## src/rtl/cpu_trace_buffer.sv

```systemverilog
// Writeback trace capture: records retired register writes into a circular
// buffer during a bounded capture window, with a pop-style readout port.
module cpu_trace_buffer #(
  parameter int DATA_W     = 32,
  parameter int PC_W       = 32,
  parameter int REG_AW     = 3,
  parameter int DEPTH      = 16,
  parameter int CYC_W      = 16,
  parameter int MAX_CYCLES = 15
) (
  input  logic                       clk,
  input  logic                       rst,
  input  logic                       arm,
  input  logic                       mode,
  input  logic                       wb_valid,
  input  logic [PC_W-1:0]            wb_pc,
  input  logic [REG_AW-1:0]          wb_reg,
  input  logic [DATA_W-1:0]          wb_data,
  input  logic                       rd_en,
  output logic                       rd_valid,
  output logic [PC_W-1:0]            rd_pc,
  output logic [REG_AW-1:0]          rd_reg,
  output logic [DATA_W-1:0]          rd_data,
  output logic [$clog2(DEPTH):0]     count,
  output logic                       empty,
  output logic                       full,
  output logic                       overflow,
  output logic [CYC_W-1:0]           cycle_count,
  output logic [1:0]                 state_o
);

  localparam int AW = $clog2(DEPTH);
  localparam int CW = AW + 1;

  typedef enum logic [1:0] {
    IDLE  = 2'd0,
    ARMED = 2'd1,
    DONE  = 2'd2
  } state_t;

  state_t              state_q, state_d;
  logic [AW-1:0]       wr_ptr_q, wr_ptr_d;
  logic [AW-1:0]       rd_ptr_q, rd_ptr_d;
  logic [CW-1:0]       count_q, count_d;
  logic                overflow_q, overflow_d;
  logic [CYC_W-1:0]    cyc_q, cyc_d;
  logic                mode_q, mode_d;
  logic                rd_valid_q, rd_valid_d;
  logic [PC_W-1:0]     rd_pc_q, rd_pc_d;
  logic [REG_AW-1:0]   rd_reg_q, rd_reg_d;
  logic [DATA_W-1:0]   rd_data_q, rd_data_d;

  logic                mem_we;
  logic                wr_req;
  logic                rd_req;
  logic                is_full;
  logic                is_empty;

  logic [PC_W-1:0]     pc_mem   [DEPTH];
  logic [REG_AW-1:0]   reg_mem  [DEPTH];
  logic [DATA_W-1:0]   data_mem [DEPTH];

  assign is_full  = (count_q == CW'(DEPTH));
  assign is_empty = (count_q == '0);

  always_comb begin
    state_d    = state_q;
    wr_ptr_d   = wr_ptr_q;
    rd_ptr_d   = rd_ptr_q;
    count_d    = count_q;
    overflow_d = overflow_q;
    cyc_d      = cyc_q;
    mode_d     = mode_q;
    rd_valid_d = 1'b0;
    rd_pc_d    = rd_pc_q;
    rd_reg_d   = rd_reg_q;
    rd_data_d  = rd_data_q;
    mem_we     = 1'b0;
    wr_req     = 1'b0;
    rd_req     = 1'b0;

    if (arm) begin
      state_d    = ARMED;
      wr_ptr_d   = '0;
      rd_ptr_d   = '0;
      count_d    = '0;
      overflow_d = 1'b0;
      cyc_d      = '0;
      mode_d     = mode;
    end else begin
      wr_req = (state_q == ARMED) && wb_valid;
      rd_req = rd_en && !is_empty;

      if (rd_req) begin
        rd_valid_d = 1'b1;
        rd_pc_d    = pc_mem[rd_ptr_q];
        rd_reg_d   = reg_mem[rd_ptr_q];
        rd_data_d  = data_mem[rd_ptr_q];
        rd_ptr_d   = rd_ptr_q + AW'(1);
      end

      // A write into a full buffer with no concurrent pop either evicts the
      // oldest entry (wrap) or is dropped and ends capture (stop).
      if (wr_req) begin
        if (is_full && !rd_req) begin
          overflow_d = 1'b1;
          if (mode_q) begin
            state_d = DONE;
          end else begin
            mem_we   = 1'b1;
            wr_ptr_d = wr_ptr_q + AW'(1);
            rd_ptr_d = rd_ptr_q + AW'(1);
          end
        end else begin
          mem_we   = 1'b1;
          wr_ptr_d = wr_ptr_q + AW'(1);
          if (!rd_req) count_d = count_q + CW'(1);
        end
      end else if (rd_req) begin
        count_d = count_q - CW'(1);
      end

      if (state_q == ARMED) begin
        cyc_d = cyc_q + CYC_W'(1);
        if (cyc_d == CYC_W'(MAX_CYCLES)) state_d = DONE;
      end
    end
  end

  always_ff @(posedge clk) begin
    if (rst) begin
      state_q    <= IDLE;
      wr_ptr_q   <= '0;
      rd_ptr_q   <= '0;
      count_q    <= '0;
      overflow_q <= 1'b0;
      cyc_q      <= '0;
      mode_q     <= 1'b0;
      rd_valid_q <= 1'b0;
      rd_pc_q    <= '0;
      rd_reg_q   <= '0;
      rd_data_q  <= '0;
    end else begin
      state_q    <= state_d;
      wr_ptr_q   <= wr_ptr_d;
      rd_ptr_q   <= rd_ptr_d;
      count_q    <= count_d;
      overflow_q <= overflow_d;
      cyc_q      <= cyc_d;
      mode_q     <= mode_d;
      rd_valid_q <= rd_valid_d;
      rd_pc_q    <= rd_pc_d;
      rd_reg_q   <= rd_reg_d;
      rd_data_q  <= rd_data_d;
    end
  end

  // Storage needs no reset; pointers and count define which entries are live.
  always_ff @(posedge clk) begin
    if (!rst && mem_we) begin
      pc_mem[wr_ptr_q]   <= wb_pc;
      reg_mem[wr_ptr_q]  <= wb_reg;
      data_mem[wr_ptr_q] <= wb_data;
    end
  end

  assign rd_valid    = rd_valid_q;
  assign rd_pc       = rd_pc_q;
  assign rd_reg      = rd_reg_q;
  assign rd_data     = rd_data_q;
  assign count       = count_q;
  assign empty       = is_empty;
  assign full        = is_full;
  assign overflow    = overflow_q;
  assign cycle_count = cyc_q;
  assign state_o     = state_q;

endmodule

```

## config.mk

```make
export PLATFORM = sky130hd
export DESIGN_NAME = cpu_trace_buffer
export DESIGN_NICKNAME = d
export VERILOG_FILES = /design/src/rtl/cpu_trace_buffer.sv
export SDC_FILE = /design/constraint.sdc
export NUM_CORES = 1
export LEC_CHECK = 0
export BUFFER_PORTS_ARGS = -buffer_cell sky130_fd_sc_hd__buf_2
export CAP_MARGIN = 20
export CORE_MARGIN = 2
export CORE_UTILIZATION = 50
export DETAILED_ROUTE_END_ITERATION = 10
export GPL_TIMING_DRIVEN = 0
export HOLD_SLACK_MARGIN = 0.02
export PLACE_DENSITY = 0.74
export REMOVE_ABC_BUFFERS = 1
export SLEW_MARGIN = 20
export SYNTH_ARGS = -nofsm -noshare
export SYNTH_HDL_FRONTEND = slang
export SYNTH_SLANG_ARGS = --single-unit
```

## constraint.sdc

```tcl
create_clock -name clk -period 14.34 [get_ports clk]
set_input_delay 1.434 -clock clk [delete_from_list [all_inputs] [get_ports clk]]
set_output_delay 1.434 -clock clk [all_outputs]
set_load 0.02 [all_outputs]
```

# Word-level counts from Yosys, hierarchy flattened
# Memories as Yosys holds them, arrays and structs flattened. A register that Yosys moved wholly into a read port is not among the register bits.
# Cells that the tools add are included.
dict set report totals {
  mem_bits_rw 1072
  n_memories 3
  elab_cells 61
  regBits 34
}
# memory depth width rd rd_ports_with_merged_regs write_ports line_no
set memory_table {}
lappend memory_table {data_mem 16 32 1 1 1 61} ;# logic [DATA_W-1:0] data_mem [DEPTH];
lappend memory_table {pc_mem 16 32 1 1 1 59} ;# logic [PC_W-1:0] pc_mem [DEPTH];
lappend memory_table {reg_mem 16 3 1 1 1 60} ;# logic [REG_AW-1:0] reg_mem [DEPTH];
dict set report classes {
  n_reduce_logical 14
  n_mux 23
  bitwise_logic 1
  n_addsub 5
  n_eq_ne 6
}
# operator count
set op_table {}
lappend op_table {{$mux W4} 6}
lappend op_table {{$mux W5} 4}
lappend op_table {{$add A16 B1 Y16 const B} 1}
lappend op_table {{$eq A16 B4 Y1 const B} 1}
lappend op_table {{$mux W2} 5}
lappend op_table {{$add A4 B1 Y4 const B} 2}
lappend op_table {{$mux W1} 8}
lappend op_table {{$ne A2 B2 Y1 const B} 3}
lappend op_table {{$reduce_and A2 Y1} 3}
lappend op_table {{$add A5 B1 Y5 const B} 1}
lappend op_table {{$eq A5 B5 Y1 const B} 1}
lappend op_table {{$logic_not A5 Y1} 1}
lappend op_table {{$sub A5 B1 Y5 const B} 1}
lappend op_table {{$logic_and A1 B1 Y1} 4}
lappend op_table {{$logic_not A1 Y1} 3}
lappend op_table {{$reduce_and A3 Y1} 1}
lappend op_table {{$eq A2 B1 Y1 const B} 1}
lappend op_table {{$reduce_bool A2 Y1} 1}
lappend op_table {{$reduce_or A2 Y1} 1}
lappend op_table {{$not A1 Y1} 1}

# Depth between registers and ports, before layout
# Gate-level depths: netlist (run 1).
dict set report depth {
  word_depth 11
  depth_mapped 9
  depth_no_buf 8
}

# Least setup slack after synthesis (run 1)
# OpenSTA, ideal clock, no wires.
dict set report synth_timing {
  path_type {input-to-reg}
  from {input port rst}
  to {memory data_mem[2][0], enable pin}
  stages 6
  slack_ps 6765
  t_required_ps 13766
  t_arrival_ps 7001
  path_cell_list {clkbuf_1 or2_0 clkbuf_1 a211oi_1 nand2_1 nor3_1}
}
dict set report synth_via {
  elab_chain_len 4
}
# element line_no
set synth_lines {}
lappend synth_lines {{start, declared} 12} ;# input logic rst,
lappend synth_lines {{$logic_not A1 Y1} 160} ;# if (!rst && mem_we) begin
lappend synth_lines {{$logic_and A1 B1 Y1} 160}
lappend synth_lines {{$mux W1} 160}
lappend synth_lines {{$mux W1 (implied by the code)} 163} ;# data_mem[wr_ptr_q] <= wb_data;
lappend synth_lines {{end, declared} 61}
# No other way between the ends.

# Worst setup path after layout (run 1)
dict set report layout_timing {
  from {input port rst}
  to {memory data_mem[2][31], enable pin}
}
# Same word-level chain as after synthesis.

==> results of run 1 <==
[where the power goes]
part | switching [uW] | internal (uW) | total, uW
Clock | 1250 | 1700 | 2950
Combinational | 172 | 135 | 308
Sequential | 13.2 | 3740 | 3750
Total | 1440 | 5580 | 7010
[synth_stat cells, types with 2 or more instances]
master,count
xor2_1,19
a21oi_1,80
nand2b_1,2
buf_2,28
dfxtp_1,101
buf_1,24
nor2_1,51
ha_1,10
a21o_1,2
o21ai_0,8
nor3_1,9
mux4_2,335
nand4_1,10
or4_1,2
nand3_1,3
clkbuf_1,55
a211oi_1,4
edfxtp_1,1072
xnor2_1,7
mux2_4,2
inv_1,6
a211o_1,2
or3_1,8
o21ai_1,2
mux2i_1,3
a31oi_1,6
nand2_1,152
[kinds of logic (layout without fill, tap and decap cells)]
kind of cell    after synthesis  count (layout)  share of synthesized area (%)
xor+xnor                     26              26                          0.514
other cells                   0               4                              0
simple gates                250             250                           2.40
fa+ha+maj                    11              11                          0.327
mux                         340             340                           17.2
buf+inv                     116             505                           1.11
compound gates              107             107                           1.30
flops                      1173            1173                           77.2
[critical path: stages]
cell	delay [ns]
buf_4	0.23
buf_16	0.25
or2_1	0.42
a211oi_1	0.72
nand2_1	0.42
nor3_2	0.54
buf_4	0.28
buf_4	0.21
buf_4	0.22
buf_4	0.23
[per-stage QoR]
step | worst slack [ns] | power [uW] | area, sq um | hold slack [ns]
floorplan | 1.95 | 4060 | 43900 | 0.524
global placement | -3.01 | 4190 | 46100 | 0.443
global route | 9.56 | 7210 | 52100 | 0.468
finish | 9.70 | 7010 | 52100 | 0.451
CTS | 9.72 | 7060 | 52100 | 0.452
detailed placement | 9.04 | 4140 | 48400 | 0.444
[worst max-delay path by stage]
| stage | startpoint | to | slack (ns) |
|---|---|---|---|
| detailed placement | rst | pc_mem[2][2] | 9.04 |
| CTS | rst | pc_mem[2][2] | 9.72 |
| global placement | rd_ptr_q[0] | rd_pc[3] | -3.01 |
| finish | rst | data_mem[2][31] | 9.70 |
| floorplan | rd_ptr_q[0] | rd_data[0] | 1.95 |
| global route | rst | pc_mem[2][11] | 9.56 |
[cell type report]
class,instances,area (sq um),share of cell area [%]
clock buffer,155,3070,5.89
timing repair buffer,288,2970,5.69
antenna,4,10.0,0.0192
clock inverter,56,617,1.18
sequential,1173,34200,65.7
tap,1165,1460,2.80
multi-input combinational,734,9740,18.7
inverter,6,22.5,0.0432
[cells in the final DEF (no fill, tap or decap), types with 7 or more instances in the layout]
cell type / Yosys / final
or3_1: 8 / 8
buf_12: 0 / 36
bufinv_16: 0 / 11
edfxtp_1: 1072 / 1072
nand4_1: 10 / 10
mux4_2: 335 / 335
nor2_4: 0 / 13
clkbuf_1: 55 / 35
ha_1: 10 / 10
o21ai_0: 8 / 8
xnor2_1: 7 / 7
nand2_1: 152 / 152
clkinv_1: 0 / 15
xor2_1: 19 / 19
buf_4: 1 / 44
buf_16: 0 / 37
a21oi_1: 80 / 80
buf_2: 28 / 165
clkbuf_16: 0 / 114
clkinv_2: 0 / 18
dfxtp_1: 101 / 97
nor2_1: 51 / 38
[metal layers]
metal  share of wire (%)  global-route usage [%]  vias to the layer above
met5                0.14                       0                        -
met4                 2.8                    7.60                       22
met3                 9.2                    5.36                      226
met2                  50                    38.1                     1225
met1                  38                    32.2                    11600
li1                    -                       -                     8976
==> qor.yml, run 1 <==
logic_synthesis:
  synth_seq_cells: 1173
  synth_area_sq_um: 44300
  yosysTopAreaCellShare_pct: 72.6
  synth_area_per_cell_sq_um: 21.9
  yosysWarnings: 0
  synth_edf_count: 1072
  synthArstFlopShare_pct: 0
  ys_seq_area_share_pct: 77.2
  yosysUniqueCellTypes: 47
  syn_inst: 2023
  yosys.area.top_type: "edfxtp_1"
  yosys_most_used_dff: "edfxtp_1"
  ys_top_cells_by_area: "edfxtp_1, mux4_2, dfxtp_1, nand2_1, a21oi_1"
hold_path:
  hold_start: "rd_data[20]"
  hold_class: "reg -> reg"
  min_path_cells: 2
  hold_path_end: "rd_data[20]"
power:
  p_per_area_nw_per_um2: 135
  ir_drop_mv: 0.108
  power_leakage_uw: 0.0163
layout:
  post-route-util_pct: 59.1
  drive_gt1_share_pct: 33.7
  area_growth_pct: 17.6
  fillers: 5978
  reg_top3: "data_mem x512, pc_mem x512, reg_mem x48"
  layout.nets: 2399
  finalNonFillerCells: 3581
clock_network:
  clock-sinks: 1173
  cts_inserted_buffers: 112
  clock_latency_ns: 0.67
  cts.clk_slew.worst_paths_ns: 0.06
  htree_levels: 3
  hold_buffers: 0
  cts_buffer_depth: 3
  cts-root-buf: "clkbuf_16"
  tritoncts: "built"
  ctsResizeCount: 0
  post-cts-setup-buffer-count: 0
sta:
  slew_viol_final: 0
  skew_ns: 0.0309
  hold_viol: 0
  tightest_slew_ns: 0.767
  grt_setup_unrepaired: "false"
  setup_viol: 0
  tns_ns: 0
  finalCriticalPeriod_ns: 4.64
  maxSlewHeadroom_pct: 48.6
  max_freq_mhz: 215
  min_period_over_period_pct: 32.4
setup_path:
  r2r_cells: 9
  path_class: "in -> reg"
  r2r-end: "data_mem[2][31]"
  end_kind: "flip-flop"
  crit_path_max_fanout: 42
  reg2reg_from: "count[0]"
  worst_setup_path_start_kind: "primary input"
  crit_arrival_ns: 5.02
  required_ns: 14.71
  ff2ff_setup_slack_ns: 10.57
global_routing:
  antenna_found_initial: 19
  grt_overflow: 0
  grt_pass1_vias: 22700
  grt_max_degree: 52
  grt_util_all_layers_pct: 23.6
  grt_pass1_wl_mm: 155
place:
  port_buffers: 166
  dpl.hpwl_mm: 63.7
  dp.cells: 3366
  gp_congestion: 0.766
detailed_routing:
  ant_nets: 0
  dr.pass1.iters: 6
  drt_iter0_drc: 3023
  drc_errors: 0
  wl_mm: 105
  drt-vias-per-instance: 6.15
  wl_per_cell_um: 29.4
  vias: 22000
die:
  start_util_pct: 50.3
  fp.dieW_um: 302
  rows: 109
  fp.dieH_um: 302
  die-area_sq_um: 91000
  coreArea_sq_um: 88100
  ios: 167
run_status:
  outcome: "finished clean"
job:
  drv_cap: 0
Power figures use the tool's default switching activity.
==> run 2: changes to the inputs <==
--- a/config.mk
+++ b/config.mk
@@ -12,7 +12,7 @@
 export DETAILED_ROUTE_END_ITERATION = 10
 export GPL_TIMING_DRIVEN = 0
 export HOLD_SLACK_MARGIN = 0.02
-export PLACE_DENSITY = 0.74
+export PLACE_DENSITY = 0.76
 export REMOVE_ABC_BUFFERS = 1
 export SLEW_MARGIN = 20
 export SYNTH_ARGS = -nofsm -noshare
==> constraint.sdc (replaced) <==
create_clock -name clk -period 3.75 [get_ports clk]
set_input_delay 0.375 -clock clk [delete_from_list [all_inputs] [get_ports clk]]
set_output_delay 0.375 -clock clk [all_outputs]
set_load 0.02 [all_outputs]
==> run 2 against run 1 <==
  * Register-to-register slack got worse by 10 ns
  * Sequential share of layout area fell by 0.20 points
  * Final area rose by 0.31%
  * Via count rose by 0.89%
  * Die area did not move
  * Core utilization rose by 0.18 points
  * Hold slack got worse by 0.39 ns
  * Setup slack got worse by 9.4 ns
  * Routed wire length rose by 2.2%
  * Clock-buffer cell count fell by 19
  * Global-route usage rose by 0.23 points
  * Sequential cell count did not move
  * Critical path type unchanged
  * Critical endpoint is now pc_mem[6][4]
==> qor.yml, run 2 (synthesis results as in run 1) <==
detailed_routing:
  ant_nets: 0  # unchanged
  drc_errors: 0  # unchanged
  vias: 22200  # +0.89%
  drt_iter0_drc: 2941  # -2.7%
  wl_mm: 108  # +2.2%
  drt-vias-per-instance: 6.18  # +0.55%
  dr.pass1.iters: 5  # -1
  wl_per_cell_um: 30.0  # +1.9%
die:
  fp.dieW_um: 302  # unchanged
  start_util_pct: 50.3  # unchanged
  rows: 109  # unchanged
  die-area_sq_um: 91000  # unchanged
  coreArea_sq_um: 88100  # unchanged
  fp.dieH_um: 302  # unchanged
  ios: 167  # unchanged
power:
  p_per_area_nw_per_um2: 513  # +280%
  p_int_uw: 21200  # +280%
  netSwitchingPower_uw: 5590  # +290%
  power_leakage_uw: 0.0163  # +0.15%
  clock_power_share_pct: 42.0  # about the same
  ir_drop_mv: 0.411  # +280%
  swShare_pct: 20.8  # +0.35 points
  p_seq_share_pct: 53.6  # about the same
  comb_power_share_pct: 4.4  # about the same
  p_total_uw: 26800  # +280%
clock_network:
  clock_latency_ns: 0.68  # about the same
  clock-sinks: 1173  # unchanged
  cts_buffer_depth: 3  # unchanged
  cts.clk_slew.worst_paths_ns: 0.06  # about the same
  htree_levels: 3  # unchanged
  tritoncts: "built"
  cts_inserted_buffers: 112  # unchanged
  cts-root-buf: "clkbuf_16"
place:
  dp_slack_ns: -0.759  # -9.80 ns
  placed_area_sq_um: 48500  # +0.25%
  port_buffers: 166  # unchanged
  dpl.hpwl_mm: 63.2  # -0.75%
  gp_congestion: 0.786  # +2.6%
setup_path:
  required_ns: 4.13  # -10.58 ns
  crit_arrival_ns: 3.89  # -1.13 ns
  ff2ff_setup_slack_ns: 0.31  # -10.26 ns
  worst_setup_path_start_kind: "primary input"
  end_kind: "flip-flop"
  crit_path_max_fanout: 37  # -12%
  reg2reg_from: "state_o[0]"
  path_class: "in -> reg"
  crit_start: "rst"
sta:
  tns_ns: 0  # unchanged
  slew_viol_final: 0  # unchanged
  max_freq_mhz: 285
  tightest_slew_ns: 0.744  # -0.0223 ns
  setup_viol: 0  # unchanged
  fin_hold_ws_ns: 0.0626  # -0.388 ns
  worst_slack_ns: 0.246  # -9.45 ns
  maxSlewHeadroom_pct: 50.4  # +1.8 points
  skew_ns: 0.0217  # -0.00918 ns
  min_period_over_period_pct: 93.4
  hold_viol: 0  # unchanged
  grt_setup_unrepaired: "false"
  finalCriticalPeriod_ns: 3.50
hold_path:
  hold_class: "in -> reg"
  hold_start: "arm"
layout:
  layout.nets: 2405  # +0.25%
  design_area_sq_um: 52300  # +0.31%
  area_growth_pct: 17.9
  reg_top3: "data_mem x512, pc_mem x512, reg_mem x48"
  fillers: 5961  # -0.28%
  final_common_cell: "edfxtp_1"
  drive_gt1_share_pct: 33.9  # +0.12 points
  final_cell_mix: "edfxtp_1, mux4_2, buf_2"
job:
  drv_cap: 0  # unchanged
global_routing:
  grt_util_all_layers_pct: 23.8  # +0.23 points
  grt_pass1_vias: 22900  # +0.61%
  grt_overflow: 0  # unchanged
  grt_pass1_wl_mm: 156  # +0.74%
  grt_max_degree: 51  # -1.9%
  antenna_found_initial: 16  # -3
run_status:
  outcome: "finished clean"
## run 2: changes by cell type in the layout (fill, tap and decap cells not counted), sizes merged
cell | previous run | this run
buf | 288 | 292
clkbuf | 155 | 136
clkinv | 40 | 53
clkinvlp | 1 | 6
diode | 4 | 10
dlygate4sd3 | 0 | 2
inv | 10 | 11
## run 2: what timing repair did
action	in CTS	in global routing
endpoints found under the hold margin	2	0
pin swaps	1	0
buffers inserted	1	0
setup endpoints to repair	33	149
gates resized for setup	2	2
hold buffers	2	0
## run 2: power groups by stage
stage | combinational, uW | sequential [uW] | clock [uW]
finish | 1180 | 14400 | 11300
global route | 1270 | 14400 | 11900
CTS | 1190 | 14400 | 11400
detailed placement | 1170 | 14600 | 0
global placement | 1250 | 14800 | 0
floorplan | 744 | 14800 | 0
## run 2: cell type report
type | instances | area, sq um | share of cell area, %
multi-input cells | 734 | 9760 | 18.7
repair buffers | 294 | 3120 | 5.96
well taps | 1165 | 1460 | 2.79
flip-flops and latches | 1173 | 34200 | 65.5
diodes | 10 | 25.0 | 0.0479
clock buffers | 136 | 2970 | 5.69
clock inverters | 75 | 681 | 1.30
inverters | 6 | 22.5 | 0.0431
## run 2: path summary, 6_finish.rpt
path                   to  cells past startpoint
min reg2reg      rd_pc[7]                      2
max          pc_mem[6][4]                     11
max reg2reg  pc_mem[6][4]                      8
min            state_o[0]                      2
## run 2: through the flow
stage	cells	util, %
3_5_place_dp	3369	55.1
5_1_grt	3587	59.3
6_report	3593	59.3
4_1_cts	3583	59.3
2_1_floorplan	1913	-
3_3_place_gp	3244	52.4
## run 2: worst max-delay path, stage by stage
cell and delay, ns:
buf_4 0.30, buf_12 0.27, or2_1 0.42, buf_16 0.25, a211oi_2 0.42, nand2_1 0.39
nor2_4 0.57, buf_12 0.26, buf_16 0.20, buf_16 0.18, buf_16 0.16
## run 2: metal layers
| metal | vias up | part of all wire, % | global-route usage, % |
|---|---|---|---|
| met3 | 216 | 9.0 | 4.75 |
| met2 | 1254 | 51 | 39.7 |
| li1 | 9013 | - | - |
| met4 | 16 | 2.5 | 7.36 |
| met1 | 11700 | 37 | 32.1 |
| met5 | - | 0.10 | 0 |
